[config.mk]
export PLATFORM = sky130hd
export DESIGN_NAME = keypad_scan4
export DESIGN_NICKNAME = d
export VERILOG_FILES = /design/src/rtl/keypad_pkg.sv /design/src/rtl/keypad_sync.sv /design/src/rtl/keypad_scan4.sv
export SDC_FILE = /design/constraint.sdc
export NUM_CORES = 1
export LEC_CHECK = 0
export BUFFER_PORTS_ARGS = -buffer_cell sky130_fd_sc_hd__buf_4
export CAP_MARGIN = 5
export CORE_UTILIZATION = 41
export DETAILED_ROUTE_END_ITERATION = 16
export GPL_TIMING_DRIVEN = 0
export PLACE_DENSITY_LB_ADDON = 0.3
export SLEW_MARGIN = 25
export SYNTH_ARGS = -nofsm -noshare
export SYNTH_HDL_FRONTEND = slang
export SYNTH_SLANG_ARGS = --single-unit
export TNS_END_PERCENT = 30
[constraint.sdc]
create_clock -name clk -period 4.7 [get_ports clk]
set_input_delay 1.41 -clock clk [delete_from_list [all_inputs] [get_ports clk]]
set_output_delay 1.41 -clock clk [all_outputs]
set_load 0.03 [all_outputs]
[src/rtl/keypad_pkg.sv]
// keypad_pkg: shared types and constants for the 4x4 keypad scanner.
//   kp_state_e : key-acceptance FSM states
//   key_evt_t  : next-cycle key event (valid pulse + code)
//   NCOLS/NROWS/FRAME_W, COL_RST (column drive after reset)
//   key_index(): bit index of the lowest set bit of a frame
package keypad_pkg;

  typedef enum logic [1:0] {
    IDLE    = 2'd0,
    PRESSED = 2'd1,
    LOCKED  = 2'd2
  } kp_state_e;

  localparam int NCOLS   = 4;
  localparam int NROWS   = 4;
  localparam int FRAME_W = NCOLS * NROWS;

  localparam logic [NCOLS-1:0] COL_RST = 4'b1110;

  typedef struct packed {
    logic       valid;
    logic [3:0] code;
  } key_evt_t;

  // Only called on one-hot frames, so "lowest set bit" is the key number.
  function automatic logic [3:0] key_index(input logic [FRAME_W-1:0] f);
    logic [3:0] idx;
    idx = '0;
    for (int i = FRAME_W - 1; i >= 0; i--)
      if (f[i]) idx = 4'(i);
    return idx;
  endfunction

endpackage

[src/rtl/keypad_sync.sv]
// keypad_sync: 2-flop synchroniser for asynchronous inputs.
//   clk, rst (async, active-low) ; d : async input ; q : synchronised output
// Resets to all-ones so idle (pulled-up) rows do not read as presses.
module keypad_sync #(
  parameter int W = 4
) (
  input  logic         clk,
  input  logic         rst,
  input  logic [W-1:0] d,
  output logic [W-1:0] q
);

  logic [W-1:0] s1;

  always_ff @(posedge clk or negedge rst) begin
    if (!rst) begin
      s1 <= '1;
      q  <= '1;
    end else begin
      s1 <= d;
      q  <= s1;
    end
  end

endmodule

[src/rtl/keypad_scan4.sv]
// keypad_scan4: scanned 4x4 matrix-keypad reader.
//   clk, rst  : clock, async active-low reset
//   row[3:0]  : active-low rows (async)
//   col[3:0]  : one-hot active-low column drive
//   key_code  : code (col*4+row) of last accepted key
//   key_valid : one-cycle pulse per accepted press (or repeat)
//   key_held  : accepted single key still debounced-pressed
// Optional macro KEYPAD_REPEAT_EN: auto-repeat pulses while a key is held
// (first after REPEAT_DELAY frames, then every REPEAT_RATE frames).
module keypad_scan4
  import keypad_pkg::*;
#(
  parameter int SCAN_DIV       = 100000,
  parameter int DEBOUNCE_SCANS = 4,
  parameter int REPEAT_DELAY   = 500,
  parameter int REPEAT_RATE    = 100
) (
  input  logic       clk,
  input  logic       rst,
  input  logic [3:0] row,
  output logic [3:0] col,
  output logic [3:0] key_code,
  output logic       key_valid,
  output logic       key_held
);

  localparam int DW = (SCAN_DIV > 2) ? $clog2(SCAN_DIV) : 1;
  localparam int CW = $clog2(DEBOUNCE_SCANS + 1);

  // ---------------------------------------------------------------- scan
  logic [NROWS-1:0]   row_s, rows_dn;
  logic [DW-1:0]      div;
  logic [1:0]         cidx;
  logic               slot_end, frame_end;
  logic [FRAME_W-1:0] raw, raw_nx, prev, deb;
  logic [CW-1:0]      stable_cnt, stable_nx;

  keypad_sync #(.W(NROWS)) u_sync (
    .clk (clk),
    .rst (rst),
    .d   (row),
    .q   (row_s)
  );

  assign rows_dn   = ~row_s;
  assign slot_end  = (div == DW'(SCAN_DIV - 1));
  assign frame_end = slot_end && (cidx == 2'd3);
  assign col       = ~(NCOLS'(1) << cidx);

  // Raw frame including this cycle's sample, so the frame boundary can
  // debounce against the complete frame without an extra cycle.
  always_comb begin
    raw_nx = raw;
    if (slot_end) raw_nx[{cidx, 2'b00} +: NROWS] = rows_dn;
  end

  always_comb begin
    stable_nx = '0;
    if (raw_nx == prev)
      stable_nx = (stable_cnt == CW'(DEBOUNCE_SCANS - 1)) ? stable_cnt
                                                          : stable_cnt + 1'b1;
  end

  always_ff @(posedge clk or negedge rst) begin
    if (!rst) begin
      div        <= '0;
      cidx       <= '0;
      raw        <= '0;
      prev       <= '0;
      deb        <= '0;
      stable_cnt <= '0;
    end else begin
      raw <= raw_nx;
      if (slot_end) begin
        div  <= '0;
        cidx <= cidx + 1'b1;
      end else begin
        div <= div + 1'b1;
      end
      if (frame_end) begin
        prev       <= raw_nx;
        stable_cnt <= stable_nx;
        if (stable_nx == CW'(DEBOUNCE_SCANS - 1)) deb <= raw_nx;
      end
    end
  end

  // ---------------------------------------------------------------- FSM
  kp_state_e          state, state_nx;
  logic               one_hot, multi;
  logic [FRAME_W-1:0] held_pat;
  key_evt_t           evt_nx;
  logic               held_nx;
  logic               rpt_hit;

  assign one_hot  = (deb != '0) && ((deb & (deb - 1'b1)) == '0);
  assign multi    = (deb != '0) && !one_hot;
  assign held_pat = FRAME_W'(1) << key_code;

`ifdef KEYPAD_REPEAT_EN
  localparam int RMAX = (REPEAT_DELAY > REPEAT_RATE) ? REPEAT_DELAY : REPEAT_RATE;
  localparam int RW   = $clog2(RMAX + 1);

  logic [RW-1:0] rpt_cnt, rpt_tgt;
  logic          rpt_first;

  assign rpt_tgt = rpt_first ? RW'(REPEAT_DELAY) : RW'(REPEAT_RATE);
  assign rpt_hit = frame_end && (state == PRESSED) && (rpt_cnt + 1'b1 == rpt_tgt);

  always_ff @(posedge clk or negedge rst) begin
    if (!rst) begin
      rpt_cnt   <= '0;
      rpt_first <= 1'b1;
    end else if (state != PRESSED) begin
      rpt_cnt   <= '0;
      rpt_first <= 1'b1;
    end else if (frame_end) begin
      if (rpt_hit) begin
        rpt_cnt   <= '0;
        rpt_first <= 1'b0;
      end else begin
        rpt_cnt <= rpt_cnt + 1'b1;
      end
    end
  end
`else
  logic unused_rpt_cfg;
  assign unused_rpt_cfg = ^{32'(REPEAT_DELAY), 32'(REPEAT_RATE)};
  assign rpt_hit        = 1'b0;
`endif

  always_ff @(posedge clk or negedge rst) begin
    if (!rst) state <= IDLE;
    else      state <= state_nx;
  end

  always_comb begin
    state_nx = state;
    case (state)
      IDLE: begin
        if (one_hot)    state_nx = PRESSED;
        else if (multi) state_nx = LOCKED;
      end
      PRESSED: begin
        if (deb == '0)            state_nx = IDLE;
        else if (deb != held_pat) state_nx = LOCKED;
      end
      LOCKED: begin
        if (deb == '0) state_nx = IDLE;
      end
      default: state_nx = IDLE;
    endcase
  end

  // Press events only fire on the IDLE->PRESSED edge, so a held key gives
  // one event; repeats reuse the stored code.
  always_comb begin
    evt_nx.valid = 1'b0;
    evt_nx.code  = key_code;
    held_nx      = (state_nx == PRESSED);
    if (state == IDLE && one_hot) begin
      evt_nx.valid = 1'b1;
      evt_nx.code  = key_index(deb);
    end else if (rpt_hit) begin
      evt_nx.valid = 1'b1;
    end
  end

  always_ff @(posedge clk or negedge rst) begin
    if (!rst) begin
      key_valid <= 1'b0;
      key_code  <= '0;
      key_held  <= 1'b0;
    end else begin
      key_valid <= evt_nx.valid;
      key_code  <= evt_nx.code;
      key_held  <= held_nx;
    end
  end

endmodule

==> metrics.yaml, run 1 <==
min_period_over_period: 0.925
vias: 3549
dpl.hpwl_mm: 7.12
n_antenna_cell: 0
setup_violations: 0
seq_area_frac_synth: 0.463
cts_root_buffer: "clkbuf_16"
ios: 16
post_cts_buffers: 0
path_clk_slew_ns: 0.06
cp_max_fo: 10
cp.arrival_ns: 4.57
die-area_um2: 11800
start_kind: "flop"
worstPathRequired_ns: 4.92
synth_edf_count: 0
cts_buffers: 9
die_width_um: 109
grt_use_total: 0.189
grt_overflow: 0
synth_warnings: 0
via_per_inst: 5.62
core_um2: 11000
slowest_stage: "or4_1"
cts_tree: "done"
skew_ns: 0.00798
grt_max_degree: 87
tightest_slew_ns: 0.880
p_int_uw: 1160
synth_nets: 474
clock_latency_ns: 0.34
seqPwrFrac: 0.514
critPathMaxStageDelay_ns: 0.60
power.leakage_uw: 0.00247
status: "completed"
dr.pass1.iters: 4
irDropWorstVdd_v: 0.000334
period_needed_ns: 4.35
grt_pass1_wl_mm: 16.9
hold_path_startpoint: "u_sync.s1[0]"
power_frac_clock: 0.472
drc: 0
max_freq_mhz: 230
cts.path.max_buffers: 2
portBuffers: 15
htree_num_levels: 3
maxSlewHeadroom: 0.412
die_h_um: 109
synthArstFlopShare: 1.00
wirelength_mm: 10.2
slew_viol_final: 0
ys.flop_type: "dfrtp_1"
path_class: "flop to flop"
wl_per_cell_um: 16.2
synthesis.instances: 461
synth_top_family_by_area: "simple AND/OR/NAND/NOR gates"
yosys.area_share.adder: 0.0252
switching_share: 0.205
rows: 38
antenna_found_initial: 0
hold_ws_ns: 0.354
synth-simple-area-share: 0.193
hold_viol_final: 0
start_util: 0.425
routabilityCongestion: 0.894
synthMuxAreaShare: 0.0888
area_delta_synth_final_pct: 12.5
synth.cell_area_um2: 4670
crit_start: "div[0]"
grt_pass1_vias: 3386
drt.antenna.violating_nets: 0
synthXorXnorAreaFrac: 0.0488
power.density_nw_per_um2: 278
yosysUniqueCellTypes: 64
pwr-share-comb: 0.014
cp_cell_sequence: "ha_1, nand4_1, nor4_1, buf_2, nand2_1, clkbuf_1, and3b_1, a2111oi_0, nand4_1, or4_1, buf_6, buf_8, mux2_4"
synth-compound-area-share: 0.144
synth_seq_cells: 86
r2r_start: "div[0]"
drt_iter0_markers: 231
final_layout_size_suffix_gt1_frac: 0.169
maxCapViolCount: 0
nFillCells: 1013
avgSynthCellArea_um2: 10.1
rsz0062_at_grt: "no"
p_sw_uw: 299
clock-sinks: 86
endpoint_kind: "flop"
fin_setup_tns_ns: 0
nets: 500
holdCritPathClass: "flop to flop"
crit_top_cell: "nand4_1"
## worst paths after layout
check	to	slack (ns)	depth (start not counted)
worst max-delay path	deb[14]	0.35	13
worst min-delay path	u_sync.q[0]	0.35	0
worst max register to register	deb[14]	0.35	13
worst min register to register	u_sync.q[0]	0.35	0
max in group asynchronous	div[5]	3.03	1
min in group asynchronous	deb[11]	1.11	1
## layer usage
metal / GRT usage / up-vias / routed length (um)
li1: - / 1738 / -
met1: 0.253 / 1743 / 5010
met2: 0.299 / 53 / 4720
met3: 0.0323 / 15 / 277
met4: 0.0888 / 0 / 231
met5: 0 / - / 0
## cell usage after synthesis (3+ instances only)
cell type,instances,share of area
nand3b_1,3,0.0048
a21o_1,10,0.016
a31oi_1,5,0.0067
a2111oi_0,3,0.0056
nand4_1,7,0.0094
xnor2_1,17,0.032
nor4_1,11,0.015
o21ai_0,22,0.024
mux2_4,9,0.029
o211ai_1,3,0.0048
clkbuf_1,17,0.014
nor2_1,31,0.025
inv_1,17,0.014
dfrtp_1,78,0.42
nand2b_1,4,0.0054
o31ai_1,3,0.0048
xor2_1,9,0.017
nor3_1,22,0.024
dfstp_2,8,0.045
nor2b_1,9,0.012
nand2_1,31,0.025
a221oi_1,4,0.0075
mux2_2,23,0.056
or3_1,7,0.0094
o22ai_1,3,0.0040
or4_1,7,0.011
nor4b_1,3,0.0056
nand3_1,16,0.017
maj3_1,3,0.0064
and2_1,4,0.0054
a21oi_1,17,0.018
ha_1,7,0.019
## repair_timing
| item | 4_1_cts | 5_1_grt |
|---|---|---|
| endpoints found under the hold margin | 0 | 0 |
| gates resized for setup | 0 | 1 |
| hold buffers | 0 | 0 |
| setup endpoints to repair | 0 | 12 |
## worst max-delay path, delay by kind of cell (launching register included)
family	cells	cell delay, ns
buffers and inverters	4	0.87
AOI/OAI and AO/OA	1	0.38
adders and majority gates	1	0.22
muxes	1	0.29
DFF	1	0.39
and+or+nand+nor	6	2.07
## placed cells by master, fill, tap and decap left out, types with 7 or more instances in the layout
cell type and count:
xnor2_1 17, buf_4 14, clkbuf_1 20, a21o_1 10, nor2b_1 9, nor4_1 11, o21ai_0 22, nor2_1 31
nand4_1 7, ha_1 7, inv_1 17, nand2_1 31, mux2_4 9, dfstp_2 8, mux2_2 23, dfrtp_1 78
or4_1 7, nor3_1 22, a21oi_1 17, nand3_1 16, or3_1 7, xor2_1 9, clkbuf_16 9
## kinds of logic after synthesis
logic type,after synthesis
AOI/OAI and AO/OA,97
xor gates and xnor gates,26
adders and majority gates,10
buffers and inverters,40
DFF,86
muxes,34
and+or+nand+nor,168
## layout make-up
| cell class | count | area, um^2 | share of cell area |
|---|---|---|---|
| Buffer | 23 | 108 | 0.0205 |
| Clock buffer | 12 | 236 | 0.0451 |
| Clock inverter | 4 | 47.5 | 0.00906 |
| Inverter | 17 | 63.8 | 0.0122 |
| Multi-Input combinational cell | 335 | 2340 | 0.446 |
| Sequential cell | 86 | 2160 | 0.412 |
| Tap cell | 140 | 175 | 0.0334 |
| Timing Repair Buffer | 15 | 116 | 0.0222 |
## flip-flops by register name, summed over array words and instances (netlist names)
| signal | count |
|---|---|
| div | 17 |
| deb | 16 |
| prev | 16 |
| raw | 16 |
| key_code | 4 |
| u_sync.q | 4 |
| u_sync.s1 | 4 |
| stable_cnt | 3 |
| cidx | 2 |
| state | 2 |
| key_held | 1 |
| key_valid | 1 |
## through the flow
stage | power (uW) | setup slack [ns] | instance area [um^2] | util | instances
2_1_floorplan | 765 | 0.919 | 4670 | - | 461
3_3_place_gp | 785 | 0.180 | 4950 | 0.451 | 616
3_5_place_dp | 786 | 0.163 | 4960 | 0.451 | 616
4_1_cts | 1490 | 0.113 | 5240 | 0.477 | 632
5_1_grt | 1510 | 0.0905 | 5250 | 0.478 | 632
6_report | 1460 | 0.355 | 5250 | 0.478 | 632
## power groups by stage
| stage | Combinational (uW) | Clock (uW) | Sequential [uW] |
|---|---|---|---|
| 6_report | 20.4 | 689 | 751 |
| 2_1_floorplan | 2.75 | 0 | 763 |
| 3_3_place_gp | 20.8 | 0 | 764 |
| 4_1_cts | 21.9 | 713 | 751 |
| 5_1_grt | 24.8 | 736 | 751 |
| 3_5_place_dp | 21.9 | 0 | 764 |
Power figures use the tool's default switching activity.
==> run 2: changes to the inputs <==
--- a/config.mk
+++ b/config.mk
@@ -11,6 +11,7 @@
 export DETAILED_ROUTE_END_ITERATION = 16
 export GPL_TIMING_DRIVEN = 0
 export PLACE_DENSITY_LB_ADDON = 0.3
+export REMOVE_ABC_BUFFERS = 1
 export SLEW_MARGIN = 25
 export SYNTH_ARGS = -nofsm -noshare
 export SYNTH_HDL_FRONTEND = slang
==> metrics.yaml, run 2 (synthesis results as in run 1) <==
n_antenna_cell: 0  # unchanged
dpl.hpwl_mm: 6.95  # was 7.12 mm
grt_pass1_wl_mm: 17.1  # was 16.9 mm
critPathMaxStageDelay_ns: 0.74  # was 0.60 ns
cts.path.max_buffers: 2  # unchanged
nets: 480  # was 500
final_common_cell: "dfrtp_1"  # unchanged
placed_area_um2: 4870  # was 4960 um^2
via_per_inst: 5.71  # was 5.62
holdCritPathClass: "flop to flop"  # unchanged
slew_viol_final: 0  # unchanged
status: "completed"  # unchanged
htree_num_levels: 3  # unchanged
maxCapViolCount: 0  # unchanged
die-area_um2: 11800  # unchanged
cts_root_buffer: "clkbuf_16"  # unchanged
die_width_um: 109  # unchanged
start_kind: "flop"  # unchanged
tightest_slew_ns: 0.817  # was 0.880 ns
antenna_found_initial: 0  # unchanged
path_delay_family: "simple AND/OR/NAND/NOR gates"  # unchanged
stdcell_count: 612  # was 632
grt_pass1_vias: 3499  # was 3386
largest_reg_flops: 17  # unchanged
maxSlewHeadroom: 0.454  # was 0.412
setup_violations: 0  # unchanged
drc: 0  # unchanged
period_needed_ns: 4.30  # was 4.35 ns
total_power_uw: 1550  # was 1460 uW
post_cts_buffers: 0  # unchanged
final_area_um2: 5220  # was 5250 um^2
drt.antenna.violating_nets: 0  # unchanged
final_layout_size_suffix_gt1_frac: 0.186  # was 0.169
path_class: "flop to flop"  # unchanged
max_freq_mhz: 233  # was 230 MHz
cp_cell_sequence: "ha_1, nand4_1, nor4_2, buf_2, a21boi_1, or3_1, a2111oi_0, nand4_1, or4_4, mux2_4"  # was ha_1, nand4_1, nor4_1, buf_2, nand2_1, clkbuf_1, and3b_1, a2111oi_0, nand4_1, or4_1, buf_6, buf_8, mux2_4
multi_input_area_um2: 2350  # was 2340 um^2
core_um2: 11000  # unchanged
wirelength_mm: 9.94  # was 10.2 mm
cts_tree: "done"  # unchanged
crit_top_cell: "nand4_1"  # unchanged
grt_use_total: 0.186  # was 0.189
final_cell_mix: "dfrtp_1 (78), nor2_1 (31), nand2_1 (30), mux2_2 (23)"  # was dfrtp_1 (78), nand2_1 (31), nor2_1 (31), mux2_2 (23)
fin_setup_tns_ns: 0  # unchanged
path_clk_slew_ns: 0.07  # was 0.06 ns
drt_iter0_markers: 147  # was 231
rows: 38  # unchanged
place_inst: 596  # was 616
routabilityCongestion: 0.841  # was 0.894
top_register: "div"  # unchanged
min_period_over_period: 0.915  # was 0.925
die_h_um: 109  # unchanged
clock_latency_ns: 0.33  # was 0.34 ns
vias: 3494  # was 3549
slowest_stage: "or4_4"  # was or4_1
wl_per_cell_um: 16.2  # about the same
cts_buffers: 9  # unchanged
hold_viol_final: 0  # unchanged
cp.arrival_ns: 4.52  # was 4.57 ns
portBuffers: 15  # unchanged
clock-sinks: 86  # unchanged
skew_ns: 0.00795  # was 0.00798 ns
power.leakage_uw: 0.00247  # about the same
ios: 16  # unchanged
dr.pass1.iters: 5  # was 4
area_delta_synth_final_pct: 11.8  # was 12.5%
irDropWorstVdd_v: 0.000204  # was 0.000334 V
grt_max_degree: 87  # unchanged
nFillCells: 1010  # was 1013
worstPathRequired_ns: 4.92  # about the same
start_util: 0.425  # unchanged
endpoint_kind: "flop"  # unchanged
cp_max_fo: 16  # was 10
grt_overflow: 0  # unchanged
rsz0062_at_grt: "no"  # unchanged
cp.buffers_inverters: 1  # was 4
regArea_um2: 2160  # unchanged
power.density_nw_per_um2: 297  # was 278 nW/um^2
-- run 2: area by class of cell --
| cell class | instances | area share |
|---|---|---|
| Multi-Input combinational cell | 335 | 0.451 |
| Sequential cell | 86 | 0.414 |
| Clock buffer | 10 | 0.0458 |
| Tap cell | 140 | 0.0336 |
| Timing Repair Buffer | 18 | 0.0252 |
| Clock inverter | 6 | 0.0180 |
| Inverter | 17 | 0.0122 |
-- run 2: metrics by stage --
step | utilization | setup slack [ns] | hold slack, ns
after floorplan | - | -0.742 | 0.345
after CTS | 0.474 | 0.0566 | 0.357
after global placement | 0.441 | -2.36 | 0.347
after global routing | 0.475 | 0.183 | 0.359
after detailed placement | 0.443 | -0.0383 | 0.348
final | 0.475 | 0.401 | 0.357
-- run 2: final timing paths --
| path | slack, ns | endpoint | cells after the start | startpoint |
|---|---|---|---|---|
| worst max-delay path | 0.40 | deb[11] | 10 | div[0] |
| worst min-delay path | 0.36 | u_sync.q[2] | 0 | u_sync.s1[2] |
| worst max register to register | 0.40 | deb[11] | 10 | div[0] |
| worst min register to register | 0.36 | u_sync.q[2] | 0 | u_sync.s1[2] |
| max in group asynchronous | 3.03 | prev[11] | 1 | rst |
| min in group asynchronous | 1.13 | deb[9] | 1 | rst |
-- run 2: per-layer routing --
layer	wire, um	track usage
met1	4730	0.257
met2	4590	0.293
met3	454	0.0389
met4	165	0.0608
met5	0	0
-- run 2: what timing repair did --
| action | 4_1_cts | 5_1_grt |
|---|---|---|
| hold buffers | 0 | 0 |
| gates resized for setup | 1 | 2 |
| endpoints found under the setup margin | 15 | 16 |
-- run 2: power by group --
part	leakage, uW	switching (uW)	internal [uW]
clock network	0.000165	296	485
logic	0.00115	16.0	4.29
registers	0.00116	4.24	747
